[src/rtl/slam_sequencer.sv]
// Top-level sequencer for the Hector SLAM pipeline: pose read, per-beam dispatch to
// parallel Bresenham engines, drain, VGA draw, with a watchdog that latches a fault.
module slam_sequencer #(
    parameter int NUM_CHANNELS   = 2,
    parameter int BEAMS_PER_SCAN = 360,
    parameter int NUM_SCANS      = 16,
    parameter int MEM_LATENCY    = 1,
    parameter int TIMEOUT_CYCLES = 65535,
    localparam int SCAN_W = (NUM_SCANS > 1) ? $clog2(NUM_SCANS) : 1,
    localparam int BEAM_W = (BEAMS_PER_SCAN > 1) ? $clog2(BEAMS_PER_SCAN) : 1
) (
    input  logic                    clock,
    input  logic                    reset,
    input  logic                    start,
    input  logic                    continuous,
    output logic                    address_enable,
    output logic                    address_reset,
    output logic                    position_enable,
    output logic [SCAN_W-1:0]       scan_index,
    output logic [BEAM_W-1:0]       beam_index,
    output logic [NUM_CHANNELS-1:0] bresenham_start,
    input  logic [NUM_CHANNELS-1:0] bresenham_busy,
    output logic                    use_bresenham_indices,
    output logic                    zero_occupancy_grid,
    input  logic                    occupancy_busy,
    output logic                    draw_start,
    input  logic                    vga_busy,
    output logic                    done,
    output logic                    error
);

    localparam int WAIT_W = (MEM_LATENCY > 1) ? $clog2(MEM_LATENCY) : 1;
    localparam int WD_W   = (TIMEOUT_CYCLES > 1) ? $clog2(TIMEOUT_CYCLES) : 1;
    localparam logic [WAIT_W-1:0] WAIT_LAST = WAIT_W'(MEM_LATENCY - 1);
    localparam logic [WD_W-1:0]   WD_LAST   = WD_W'((TIMEOUT_CYCLES > 0) ? TIMEOUT_CYCLES - 1 : 0);
    localparam logic [SCAN_W-1:0] SCAN_LAST = SCAN_W'(NUM_SCANS - 1);
    localparam logic [BEAM_W-1:0] BEAM_LAST = BEAM_W'(BEAMS_PER_SCAN - 1);

    typedef enum logic [3:0] {
        S_CLEAR, S_IDLE, S_POS_WAIT, S_READ_POS, S_BEAM_WAIT,
        S_DISPATCH, S_DRAIN, S_DRAW, S_FAULT
    } state_t;

    state_t                  state_reg, state_next;
    logic [SCAN_W-1:0]       scan_reg, scan_next;
    logic [BEAM_W-1:0]       beam_reg, beam_next;
    logic [WAIT_W-1:0]       wait_reg, wait_next;
    logic [WD_W-1:0]         wd_reg, wd_next;
    logic [NUM_CHANNELS-1:0] reserved_reg;
    logic                    entry_reg;

    logic [NUM_CHANNELS-1:0] free, grant;
    logic [NUM_CHANNELS:0]   taken;
    logic                    issue, watched, state_change;

    // An engine is unusable the cycle after its start, before its busy is visible.
    assign free     = ~bresenham_busy & ~reserved_reg;
    assign taken[0] = 1'b0;

    genvar gi;
    generate
        for (gi = 0; gi < NUM_CHANNELS; gi++) begin : g_pick
            assign grant[gi]    = free[gi] & ~taken[gi];
            assign taken[gi+1]  = taken[gi] | free[gi];
        end
    endgenerate

    assign scan_index = scan_reg;
    assign beam_index = beam_reg;

    always_comb begin
        state_next            = state_reg;
        scan_next             = scan_reg;
        beam_next             = beam_reg;
        address_enable        = 1'b0;
        address_reset         = 1'b0;
        position_enable       = 1'b0;
        bresenham_start       = '0;
        zero_occupancy_grid   = 1'b0;
        draw_start            = 1'b0;
        done                  = 1'b0;
        error                 = 1'b0;
        issue                 = 1'b0;
        use_bresenham_indices = 1'b0;

        unique case (state_reg)
            S_CLEAR: begin
                zero_occupancy_grid = 1'b1;
                address_reset       = 1'b1;
                if (!occupancy_busy)
                    state_next = S_IDLE;
            end
            S_IDLE: begin
                if (start && !occupancy_busy)
                    state_next = S_POS_WAIT;
            end
            S_POS_WAIT: begin
                if (wait_reg == WAIT_LAST)
                    state_next = S_READ_POS;
            end
            S_READ_POS: begin
                position_enable = 1'b1;
                address_enable  = 1'b1;
                state_next      = S_BEAM_WAIT;
            end
            S_BEAM_WAIT: begin
                if (wait_reg == WAIT_LAST)
                    state_next = S_DISPATCH;
            end
            S_DISPATCH: begin
                if (!occupancy_busy && taken[NUM_CHANNELS]) begin
                    issue           = 1'b1;
                    bresenham_start = grant;
                    address_enable  = 1'b1;
                    beam_next       = beam_reg + BEAM_W'(1);
                    state_next      = (beam_reg == BEAM_LAST) ? S_DRAIN : S_BEAM_WAIT;
                end
            end
            S_DRAIN: begin
                if ((&free) && !occupancy_busy) begin
                    if (scan_reg == SCAN_LAST) begin
                        state_next = S_DRAW;
                    end else begin
                        scan_next  = scan_reg + SCAN_W'(1);
                        beam_next  = '0;
                        state_next = S_POS_WAIT;
                    end
                end
            end
            S_DRAW: begin
                // The VGA block may not have raised busy yet on the request cycle.
                draw_start = entry_reg;
                if (!entry_reg && !vga_busy) begin
                    done          = 1'b1;
                    address_reset = 1'b1;
                    scan_next     = '0;
                    beam_next     = '0;
                    state_next    = continuous ? S_POS_WAIT : S_IDLE;
                end
            end
            S_FAULT: begin
                error = 1'b1;
            end
            default: begin
                state_next = S_FAULT;
            end
        endcase

        watched = (state_reg == S_DISPATCH) || (state_reg == S_DRAIN) || (state_reg == S_DRAW);
        if ((TIMEOUT_CYCLES != 0) && watched && !issue &&
            (state_next == state_reg) && (wd_reg == WD_LAST))
            state_next = S_FAULT;

        state_change = (state_next != state_reg);
        wait_next    = state_change ? '0 : wait_reg + WAIT_W'(1);
        wd_next      = (watched && !issue && !state_change) ? wd_reg + WD_W'(1) : '0;

        if ((state_reg != S_CLEAR) && (state_reg != S_IDLE) && (state_reg != S_FAULT))
            use_bresenham_indices = |(bresenham_busy | reserved_reg);
    end

    always_ff @(posedge clock) begin
        if (reset) begin
            state_reg    <= S_CLEAR;
            scan_reg     <= '0;
            beam_reg     <= '0;
            wait_reg     <= '0;
            wd_reg       <= '0;
            reserved_reg <= '0;
            entry_reg    <= 1'b0;
        end else begin
            state_reg    <= state_next;
            scan_reg     <= scan_next;
            beam_reg     <= beam_next;
            wait_reg     <= wait_next;
            wd_reg       <= wd_next;
            reserved_reg <= bresenham_start;
            entry_reg    <= state_change;
        end
    end

endmodule

[config.mk]
export PLATFORM = sky130hd
export DESIGN_NAME = slam_sequencer
export DESIGN_NICKNAME = d
export VERILOG_FILES = /design/src/rtl/slam_sequencer.sv
export SDC_FILE = /design/constraint.sdc
export NUM_CORES = 1
export LEC_CHECK = 0
export CAP_MARGIN = 20
export CORE_ASPECT_RATIO = 1.2
export CORE_MARGIN = 2
export CORE_UTILIZATION = 45
export DETAILED_ROUTE_END_ITERATION = 10
export PLACE_DENSITY = 0.67
export REMOVE_ABC_BUFFERS = 1
export SYNTH_ARGS = -nofsm -noshare
export SYNTH_HDL_FRONTEND = slang
export SYNTH_SLANG_ARGS = --single-unit
export TNS_END_PERCENT = 30
[constraint.sdc]
create_clock -name clock -period 5.7 [get_ports clock]
set_input_delay 1.425 -clock clock [delete_from_list [all_inputs] [get_ports clock]]
set_output_delay 1.425 -clock clock [all_outputs]
set_load 0.01 [all_outputs]
==> flow_results.org <==
** Drt
- Wirelength per Cell :: 13.9 µm
- Number of detailed-route iterations in the first pass :: 4
- Dividing the detail-routed via count by the number of cells gives approximately 5.5.
- Routed Antenna Nets :: 0
- The routed layout has around 1800 vias.
- The final layout contains routed wiring with a total length of approximately 4500 µm.
- For this block, the initial DRC count from the detailed router was 105.
- After detailed routing, the number of remaining DRC violations is 0.

** Timing
- Number of hold-slack violations in the final timing report :: 0
- Maximum operating frequency :: 0.209 GHz
- Final setup TNS :: 0 ns
- Unrepaired setup endpoints after global routing :: no
- Setup violations remaining at the end of the flow were counted as 0.
- The tightest hold path in the finished design has a slack of just over 0.5 ns.
- The max-slew violation count was 0.
- The worst path needs between 4 and 5 ns of the cycle, external delays included.
- In this run the tightest slew margin relative to its limit is 0.472.
- On the final layout, the worst clock skew is 0.00748 ns.
- Smallest setup slack after layout :: 0.912 ns
- Tightest Pin Transition :: 0.789 ns
- Crit share post-route :: 0.840

** Worst setup path
- Worst r2r path cells :: 5
- Biggest fanout along the worst timing path :: 6
- On the critical path, the stage with the largest delay is an instance of sky130_fd_sc_hd__clkdlybuf4s50_1.
- The critical path is of the primary input to output port type.
- Worst path arrival time :: approximately 3.4 ns
- In this design, the critical path's most frequently occurring cell is sky130_fd_sc_hd__clkdlybuf4s50_1.
- Bufs and invs on worst path :: 2
- Broken down by cell family, the worst path's largest delay share belongs to buffers and inverters.
- Worst setup SP type :: primary input
- Kind of capture point of the worst setup path :: output port
- Depth of the critical timing path with buffers and inverters included :: 5
- Data on the critical path is required at its endpoint by about 4.3 ns.
- Cell-by-cell listing of the critical path :: clkdlybuf4s50_1 > o22ai_2 > nand3_1 > nor4_1 > clkdlybuf4s50_1
- Peak per-stage delay on the critical path :: 0.61 ns

** Synthesis
- Share of the synthesized area in the top cell type :: 0.349
- After synthesis, the largest family of logic cells by area is simple AND/OR/NAND/NOR gates.
- Cell types with the largest area share after synthesis :: sky130_fd_sc_hd__dfxtp_1 35%, sky130_fd_sc_hd__xor2_1 5.4%, sky130_fd_sc_hd__nor3_2 5.2%, sky130_fd_sc_hd__xnor2_1 4.9%, sky130_fd_sc_hd__nor2_1 4.1%
- Complex-gate fraction of the synthesized area :: 0.125
- Area fraction in and, or, nand and nor cells after synthesis :: 0.336
- The portion of synthesized area spent on multiplexers is 0.00471.
- Of all cell types, the one taking the most synthesized area is sky130_fd_sc_hd__dfxtp_1.
- Summed instance area of the synthesized netlist :: roughly 0.0021 mm²
- Most used DFF post-synth :: sky130_fd_sc_hd__dfxtp_1
- Cell count after synthesis :: 239
- Of the total synthesized cell area, the portion taken by full adders, half adders and majority gates is 0.0236.
- Count of flip-flops with a built-in enable after synthesis :: 0
- Syn_area_per_cell :: 8.88 µm²
- Of the total synthesized cell area, the portion taken by XOR and XNOR cells is 0.103.
- Total of warnings raised by yosys :: 0
- Synthesis inferred 37 register bits.
- Count of distinct cell types in the synthesized netlist :: 56
- Share of synthesized flip-flops with an asynchronous set or reset :: 0
- The share of the Yosys chip area taken by registers is 0.349.

** Power and ir drop
- VDD IR-drop max :: 0.165 mV
- In this run the power density over the cells is around 220 mW/mm².
- Overall power consumption after layout is estimated at 541 µW.
- Leak :: 0.806 nW

** Worst hold path
- Type of the most critical hold path :: register to register
- Along the worst hold path, the cell count comes to 2.

** Finish
- The filler cells instantiated in the layout total 442.
- Area grow syn2layout :: 18.2%
- Area occupied by multi-input gates :: ~0.0013 mm²
- Final non-filler cell total :: 325
- Leaving out fill and tap cells, the most frequent cell in the layout is sky130_fd_sc_hd__dfxtp_1.
- Post-route standard cell area excluding fillers :: 0.00251 mm²
- The repair_antennas step left the layout with diodes totalling 0.
- Number of flip-flops under the largest register name :: 16
- The library cells used most frequently in the layout, excluding fill and tap cells, are 37 x sky130_fd_sc_hd__dfxtp_1, 30 x sky130_fd_sc_hd__clkdlybuf4s50_1, 23 x sky130_fd_sc_hd__nor2_1.
- For this run, the share of the core covered by cells in the final layout is 0.550.
- Fraction of final layout cells with drive strength greater than 1 :: 0.124
- Net count reported at finish :: 279
- Registers take 741 µm².

** Floorplan
- Total Die Area :: 0.00529 mm²
- Width of the chip :: 66.7 µm
- During I/O placement, the number of pins put on the boundary was 31.
- The initialized floorplan defines 27 standard-cell rows.
- Measured along the y axis, the die boundary spans around 80 µm.
- Starting Density :: 0.466
- The total area inside the core boundary comes to 0.00456 mm².

** Placed design
- Gp weighted congestion :: 0.825
- Before CTS, the worst setup slack after placement is 0.909 ns.
- Once placement finished, the instance area stood at 0.00241 mm².
- Buffers placed on the I/O ports in this run total 30.
- Placed cells :: 317
- Once detailed placement completed, the half-perimeter wirelength came to approximately 3200 µm.

** GRT
- Entering global routing, the biggest net connects 22 pins.
- The number of global-route vias before repair was roughly 1600.
- Initial antenna violation count :: 0
- The first global-routing pass estimated 7540 µm of wire.
- Global route total overflow :: 0
- Global-route usage over all layers :: 0.186

** Clock network
- After clock tree synthesis, the clock-pin slew on the worst setup and hold paths is approximately 0.070 ns.
- TritonCTS built the clock tree.
- Setup Fix Bufs, Post-CTS :: 0
- Post-CTS Hold Fix Bufs :: 0
- Number of clock sinks :: 37
- Number of CTS-inserted buffers :: 5
- Buffers from clock root to sink, at most :: 2
- Post_cts resized :: 0
- CTS built an H-tree with a depth of 2.
- Master cell of the clock root buffer :: sky130_fd_sc_hd__clkbuf_8
- The clock reaches the later pin of the worst-skew pair after 0.29 ns.

** Status
- The run finished with clean final reports.

** Flow run
- Across the run, the number of max-cap violations was 0.
## cells in the mapped netlist, drive strengths merged (3+ instances only)
cell / number
dfxtp: 37
nor3: 24
nor2: 23
nand2: 14
xor2: 13
xnor2: 12
nor4: 11
nand3: 9
inv: 8
a21oi: 7
buf: 6
nand4: 6
and3: 5
o21ai: 5
clkbuf: 4
ha: 4
o22ai: 4
a31oi: 3
and2: 3
o2111ai: 3
or2: 3
or4: 3
## worst paths after layout
check | from | slack, ns | endpoint
worst min register to register | beam_index[1]$_SDFFE_PP0P_ | 0.51 | beam_index[1]$_SDFFE_PP0P_
worst max-delay path | bresenham_busy[0] | 0.91 | bresenham_start[1]
worst max register to register | state_reg[1]$_SDFF_PP0_ | 2.87 | wd_reg[2]$_SDFF_PP0_
worst min-delay path | beam_index[1]$_SDFFE_PP0P_ | 0.51 | beam_index[1]$_SDFFE_PP0P_
## cell families after synthesis
group,after synthesis
DFF,37
muxes,1
adders and majority gates,4
and+or+nand+nor,118
xor gates and xnor gates,25
buffers and inverters,18
AOI/OAI and AO/OA,36
## cell type report
class,count,area share
inverter,8,0.0120
tap,58,0.0289
clock buffer,7,0.0344
sequential,37,0.295
multi-input combinational,184,0.504
timing repair buffer,31,0.126
## per-layer routing
metal	global-route usage	share of wire	vias up
met1	0.235	0.46	820
met2	0.303	0.47	42
met4	0.0735	0.016	0
li1	-	-	927
met5	0	0	-
met3	0.0439	0.049	6
## report_power, final
group / total [mW] / internal, mW / switching, mW
registers: 0.275 / 0.263 / 0.0116
logic: 0.0823 / 0.0352 / 0.0472
clock network: 0.183 / 0.0959 / 0.0874
## worst register-to-register path, delay by kind of cell, from the launching register on
family | cells | cell delay [ns]
simple gates | 4 | 1.56
flops | 1 | 0.65
compound gates | 1 | 0.56
(Power assumes the default switching activity.)
